<file path="src/rtl/pong_game_ctrl.sv">
// Pong game controller: four-state Moore FSM with two-digit BCD score,
// ball counter and a refresh-tick pause timer.
module pong_game_ctrl #(
  parameter int unsigned BALLS       = 3,
  parameter int unsigned TIMER_TICKS = 120
) (
  input  logic       clk,
  input  logic       reset,
  input  logic [1:0] btn,
  input  logic       refr_tick,
  input  logic       hit,
  input  logic       miss,
  output logic [3:0] dig0,
  output logic [3:0] dig1,
  output logic [1:0] ball,
  output logic       gra_still,
  output logic       show_rule,
  output logic       show_over,
  output logic [1:0] state
);

  localparam int unsigned TimerW = 7;
  localparam int unsigned BallW  = 2;
  localparam int unsigned DigW   = 4;

  typedef enum logic [1:0] {
    S_NEWGAME = 2'd0,
    S_PLAY    = 2'd1,
    S_NEWBALL = 2'd2,
    S_OVER    = 2'd3
  } state_e;

  state_e              state_q, state_d;
  logic [BallW-1:0]    ball_q, ball_d;
  logic [DigW-1:0]     dig0_q, dig0_d;
  logic [DigW-1:0]     dig1_q, dig1_d;
  logic [TimerW-1:0]   timer_q, timer_d;
  logic                gra_still_q, gra_still_d;
  logic                show_rule_q, show_rule_d;
  logic                show_over_q, show_over_d;
  logic                timer_load;
  logic                inc_score;
  logic                clr_game;
  logic                timer_done;

  assign timer_done = (timer_q == '0);

  // Next-state, timer, score and ball logic
  always_comb begin
    state_d     = state_q;
    ball_d      = ball_q;
    dig0_d      = dig0_q;
    dig1_d      = dig1_q;
    timer_d     = timer_q;
    timer_load  = 1'b0;
    inc_score   = 1'b0;
    clr_game    = 1'b0;

    case (state_q)
      S_NEWGAME: begin
        if (btn != 2'b00) begin
          state_d = S_PLAY;
          if (ball_q != '0) ball_d = ball_q - BallW'(1);
        end
      end
      S_PLAY: begin
        // A miss wins over a same-cycle hit
        if (miss) begin
          timer_load = 1'b1;
          if (ball_q == '0) begin
            state_d = S_OVER;
          end else begin
            state_d = S_NEWBALL;
            ball_d  = ball_q - BallW'(1);
          end
        end else if (hit) begin
          inc_score = 1'b1;
        end
      end
      S_NEWBALL: begin
        if (timer_done && (btn != 2'b00)) state_d = S_PLAY;
      end
      S_OVER: begin
        if (timer_done) begin
          state_d  = S_NEWGAME;
          clr_game = 1'b1;
        end
      end
      default: state_d = S_NEWGAME;
    endcase

    if (timer_load) begin
      timer_d = TimerW'(TIMER_TICKS);
    end else if (refr_tick && !timer_done) begin
      timer_d = timer_q - TimerW'(1);
    end

    if (clr_game) begin
      dig0_d = '0;
      dig1_d = '0;
      ball_d = BallW'(BALLS);
    end else if (inc_score) begin
      if (dig0_q == DigW'(9)) begin
        dig0_d = '0;
        dig1_d = (dig1_q == DigW'(9)) ? '0 : dig1_q + DigW'(1);
      end else begin
        dig0_d = dig0_q + DigW'(1);
      end
    end

    gra_still_d = (state_d != S_PLAY);
    show_rule_d = (state_d == S_NEWGAME);
    show_over_d = (state_d == S_OVER);
  end

  always_ff @(posedge clk) begin
    if (reset) begin
      state_q     <= S_NEWGAME;
      ball_q      <= BallW'(BALLS);
      dig0_q      <= '0;
      dig1_q      <= '0;
      timer_q     <= '0;
      gra_still_q <= 1'b1;
      show_rule_q <= 1'b1;
      show_over_q <= 1'b0;
    end else begin
      state_q     <= state_d;
      ball_q      <= ball_d;
      dig0_q      <= dig0_d;
      dig1_q      <= dig1_d;
      timer_q     <= timer_d;
      gra_still_q <= gra_still_d;
      show_rule_q <= show_rule_d;
      show_over_q <= show_over_d;
    end
  end

  assign dig0      = dig0_q;
  assign dig1      = dig1_q;
  assign ball      = ball_q;
  assign gra_still = gra_still_q;
  assign show_rule = show_rule_q;
  assign show_over = show_over_q;
  assign state     = 2'(state_q);

endmodule

</file>
<file path="config.mk">
export PLATFORM = sky130hd
export DESIGN_NAME = pong_game_ctrl
export DESIGN_NICKNAME = d
export VERILOG_FILES = /design/src/rtl/pong_game_ctrl.sv
export SDC_FILE = /design/constraint.sdc
export NUM_CORES = 1
export LEC_CHECK = 0
export ABC_AREA = 1
export CAP_MARGIN = 25
export CORE_ASPECT_RATIO = 1.5
export CORE_MARGIN = 3
export CORE_UTILIZATION = 50
export DETAILED_ROUTE_END_ITERATION = 16
export PLACE_DENSITY = 0.76
export SLEW_MARGIN = 20
export SYNTH_ARGS = -nofsm -noshare
export SYNTH_HDL_FRONTEND = slang
export SYNTH_SLANG_ARGS = --single-unit
</file>
<file path="constraint.sdc">
create_clock -name clk -period 2.2 [get_ports clk]
set_clock_uncertainty 0.15 [all_clocks]
set_input_delay 0.44 -clock clk [delete_from_list [all_inputs] [get_ports clk]]
set_output_delay 0.44 -clock clk [all_outputs]
set_load 0.03 [all_outputs]
</file>
Word level (Yosys, flattened, before mapping) --
Index checks and enable logic that the tools add are counted.
Operators by class: add/sub/neg operators 4, equality and inequality tests 11, multiplexer cells 22, reduce and logical (&&, ||, !) cells 15
Operators by type and width (count):
- 2-bit two-way mux | 8
- 7-bit two-way mux | 2
- 4-bit by 1-bit adder with 4-bit output, second input constant | 2
- 4-bit == test, second input constant | 2
- 1-bit two-way mux | 8
- 4-bit two-way mux | 2
- 2-bit inequality test, second input constant | 4
- 2-bit case mux with 4 select lines | 1
- 2-bit nonzero test | 4
- 7-bit zero test | 1
- 7-bit by 1-bit subtractor with 7-bit output, second input constant | 1
- 2-bit == test, second input constant | 3
- 2-bit zero test | 3
- 5-bit AND reduction | 1
- 2-bit case mux with 2 select lines | 1
- 2-bit OR reduction | 2
- 2-bit by 1-bit == test with 1-bit output, second input constant | 1
- 1-bit logical AND | 2
- 2-bit by 1-bit inequality test with 1-bit output, second input constant | 1
- 2-bit AND reduction | 1
- 2-bit by 1-bit subtractor with 2-bit output, second input constant | 1
- 1-bit zero test | 1
Storage, ports and cells: register bits after elaboration 22, input port bits 7, output and inout bits 15, word-level logic and storage cells 61

Logic depth before layout (Yosys ltp) --
Gate-level depths: netlist of run 1.
depth after elaboration 5, mapped depth 11

Least setup slack after synthesis of run 1 --
No wires, ideal clock.
path kind register -> register, start point register timer_q[0], end point register show_over_q, in the netlist show_over, library setup time 114 ps, data arrival time 1285 ps, path slack 651 ps, cell stages (with the launch flop) 12, path buffers 0, period minus slack after synthesis 1549 ps, path through dfxtp_1 -> inv_1 -> ha_1 -> inv_1 -> nor2_1 -> nand3_4 -> nand2_2 -> nand2_1 -> nand2_1 -> nand2_1 -> nand2_1 -> nor2_1
On the way: word-level cells in the longest chain between the ends 5
Ends and longest elaborated chain:
- from (decl) | line 37 | logic [TimerW-1:0] timer_q, timer_d;
- from (signal assigned) | line 131 | timer_q <= timer_d;
- 7-bit zero test * | line 46 | assign timer_done = (timer_q == '0);
- 1-bit logical AND | line 81 | if (timer_done && (btn != 2'b00)) state_d = S_PLAY;
- 2-bit two-way mux | line 81
- 2-bit case mux with 4 select lines * | line 59 | case (state_q)
- 2-bit == test * | line 113 | show_over_d = (state_d == S_OVER);
- to (signal assigned) | line 134 | show_over_q <= show_over_d;
- to (decl) | line 40 | logic show_over_q, show_over_d;
Every way passes the cells marked *; elsewhere a longest branch is shown, timed or not. A chain may end at the register's enable or synchronous reset.

Worst setup path after layout of run 1 --
start point register state_q[1], in the netlist state[1], end point output state[1]
RTL lines:
- from (decl) | line 33 | state_e state_q, state_d;
- from (signal assigned) | line 127 | state_q <= state_d;
- to (decl) | line 19 | output logic [1:0] state
No word-level cell between the ends.

==> impl_metrics.json, run 1 <==
{
  "status": "finished, final reports clean",
  "vias": 1182,
  "grt_max_degree": 12,
  "via_per_inst": 5.16,
  "cts_buffers": 3,
  "synth-xor-area-share": 0.00692,
  "die_x_um": 47.1,
  "wl_per_cell_um": 10.9,
  "cpMaxStageDelayCell": "clkdlybuf4s50_1",
  "rr_startpoint": "timer_q[0]$_SDFFE_PP0P_",
  "ys.flop_type": "dfxtp_1",
  "drc": 0,
  "n_fill_cell": 205,
  "critPathRequiredTime_ps": 1610,
  "hold_viol": 0,
  "fp.coreArea_um2": 2310,
  "grt_overflow": 0,
  "synth_compound_area_frac": 0.109,
  "synth_area_per_cell_um2": 6.99,
  "reg2reg_slack_ps": 450,
  "setup_violations": 0,
  "synth_sequential_area_ratio": 0.348,
  "yosysTopAreaCell": "dfxtp_1",
  "h-tree-depth": 1,
  "synth_area_leaders": "dfxtp_1, nand2_1, inv_1, nand3_1, nor2_1",
  "vdd_ir_drop_max_mv": 0.635,
  "cts_hold_buf": 0,
  "hp-class": "register to register",
  "maxCapViolations": 0,
  "drtPass1Iterations": 4,
  "crit_end": "state[1]",
  "synthCells": 181,
  "start_util": 0.547,
  "path_buf_inv": 1,
  "worstSkewPairLatency_ps": 300,
  "synth_mux_area_frac": 0,
  "clk_pin_slew_ps": 110,
  "place_congestion": 0.757,
  "synth_edf_count": 0,
  "cts_resized": 0,
  "p_leak_nw": 0.689,
  "holdWs_ps": 323,
  "worst-setup-path-type": "register to output pin",
  "async_reset_ff_frac": 0,
  "grt_pass1_wl_um": 4370,
  "worstPathArrival_ps": 1500,
  "n_antenna_cell": 0,
  "die_h_um": 67.6,
  "slowest_delay_ps": 720,
  "drv_slew": 0,
  "port_buffers": 21,
  "ys_ff_latch": 22,
  "p_per_area_nw_per_um2": 1080,
  "crit_start": "state[1]$_SDFF_PP0_",
  "crit_family": "buffers and inverters",
  "holdPathStages": 2,
  "ys_types": 25,
  "rsz0062_at_grt": "false",
  "cts_tree": "done",
  "post_cts_buffers": 0,
  "clock_sinks": 22,
  "worstPathCellList": "clkdlybuf4s50_1",
  "ioPinCount": 22,
  "crit_fanout": 6,
  "final_area_um2": 1530,
  "synth_top_family_by_area": "simple AND/OR/NAND/NOR gates",
  "ys_warn_count": 0,
  "rows": 21,
  "drt_iter0_drc": 38,
  "antenna_left": 0,
  "layout-drive-gt1-share": 0.150,
  "yosys.area_share.simple": 0.415,
  "nets": 218,
  "total_power_mw": 1.66,
  "endpoint_kind": "output pin",
  "synth_fa_ha_area_frac": 0.0297,
  "timing.final.crit_share": 0.952,
  "dpl_cell_area_um2": 1510,
  "cts_root_buf": "clkbuf_4",
  "path_depth": 1,
  "antenna_found_initial": 0,
  "synth_common_cells": "nand2_1, inv_1, dfxtp_1",
  "clockBufferDepth": 2,
  "worstMarginPinSlew_ps": 306,
  "yosysMostFrequentCell": "nand2_1",
  "worstSetupStartpointType": "register",
  "layout_min_cycle_time_ps": 2090,
  "place_hpwl_um": 2070,
  "utilization": 0.663,
  "fmax_mhz": 477,
  "synth_fp_nets": 191,
  "syn_to_final_growth_pct": 21.3,
  "globalRouteTotalUtil": 0.188,
  "r2r_end": "show_over$_SDFF_PP0_",
  "grt_pass1_vias": 1110,
  "die-area_um2": 3180,
  "syn_area_um2": 1260,
  "max_slew_margin": 0.794,
  "r2r_cells": 11,
  "setup-tns-final_ps": 0,
  "synth_top_area_share": 0.348,
  "routed_wirelength_um": 2510
}
==> flip-flops by register name, indices dropped and copies added, names as in the netlist <==
signal	count
ball	2
gra_still	1
show_over	1
timer_q	7
dig1	4
dig0	4
show_rule	1
state	2
==> per-stage QoR <==
step	setup slack, ps	cells
2_1_floorplan	651	181
3_3_place_gp	279	226
3_5_place_dp	256	226
4_1_cts	95.3	229
5_1_grt	48.9	229
6_report	105	229
==> worst min path at each step <==
stage / startpoint / end / slack (ps)
after floorplan: timer_q[0]$_SDFFE_PP0P_ / timer_q[0]$_SDFFE_PP0P_ / 290
after global placement: timer_q[0]$_SDFFE_PP0P_ / timer_q[0]$_SDFFE_PP0P_ / 300
after detailed placement: timer_q[0]$_SDFFE_PP0P_ / timer_q[0]$_SDFFE_PP0P_ / 310
after CTS: timer_q[0]$_SDFFE_PP0P_ / timer_q[0]$_SDFFE_PP0P_ / 330
after global routing: timer_q[0]$_SDFFE_PP0P_ / timer_q[0]$_SDFFE_PP0P_ / 360
final: timer_q[0]$_SDFFE_PP0P_ / timer_q[0]$_SDFFE_PP0P_ / 320
==> power breakdown <==
| group | leakage [nW] | switching [mW] | internal (mW) |
|---|---|---|---|
| clock network | 0.0138 | 0.115 | 0.0639 |
| registers | 0.181 | 0.100 | 0.495 |
| logic | 0.495 | 0.553 | 0.336 |
==> cell usage in the layout (no fill, tap or decap), drive strengths merged <==
master	n
o211ai	1
buf	1
nand4	3
a21oi	14
clkdlybuf4s50	21
nor2	28
o21ai	9
clkbuf	3
dfxtp	22
inv	30
xor2	1
nand3	19
nor3	1
ha	3
nand2	50
==> cells by family (layout without fill, tap and decap cells) <==
kind of cell    count (synthesis)  count (layout)
buf+inv                        30              55
flops                          22              22
compound gates                 24              24
fa+ha+maj                       3               3
simple gates                  101             101
xor+xnor                        1               1
==> final cells by class <==
type                    instances  area, µm²  area share
clock buffers                   3       22.5      0.0147
inverters                      30        115      0.0750
multi-input cells             129        709       0.462
flip-flops and latches         22        440       0.287
well taps                      23       28.8      0.0188
repair buffers                 22        218       0.142
==> routing by layer <==
layer / up-vias / GRT usage / part of all wire
li1: 624 / - / -
met3: 4 / 0.0267 / 0.024
met2: 16 / 0.345 / 0.55
met1: 538 / 0.195 / 0.41
met5: - / 0 / 0
met4: 0 / 0.0969 / 0.022
(Power assumes the default switching activity.)
==> inputs of run 2 (changes only) <==
TNS_END_PERCENT = 100   (was default)
==> results of run 2 <==
No change in the layout: final DEF, timing and power equal those of run 1.
==> inputs of run 3 (changes only) <==
ABC_CLOCK_PERIOD_IN_PS = 2200   (was default)
==> results of run 3 <==
No change in the layout: final DEF, timing and power equal those of run 1.
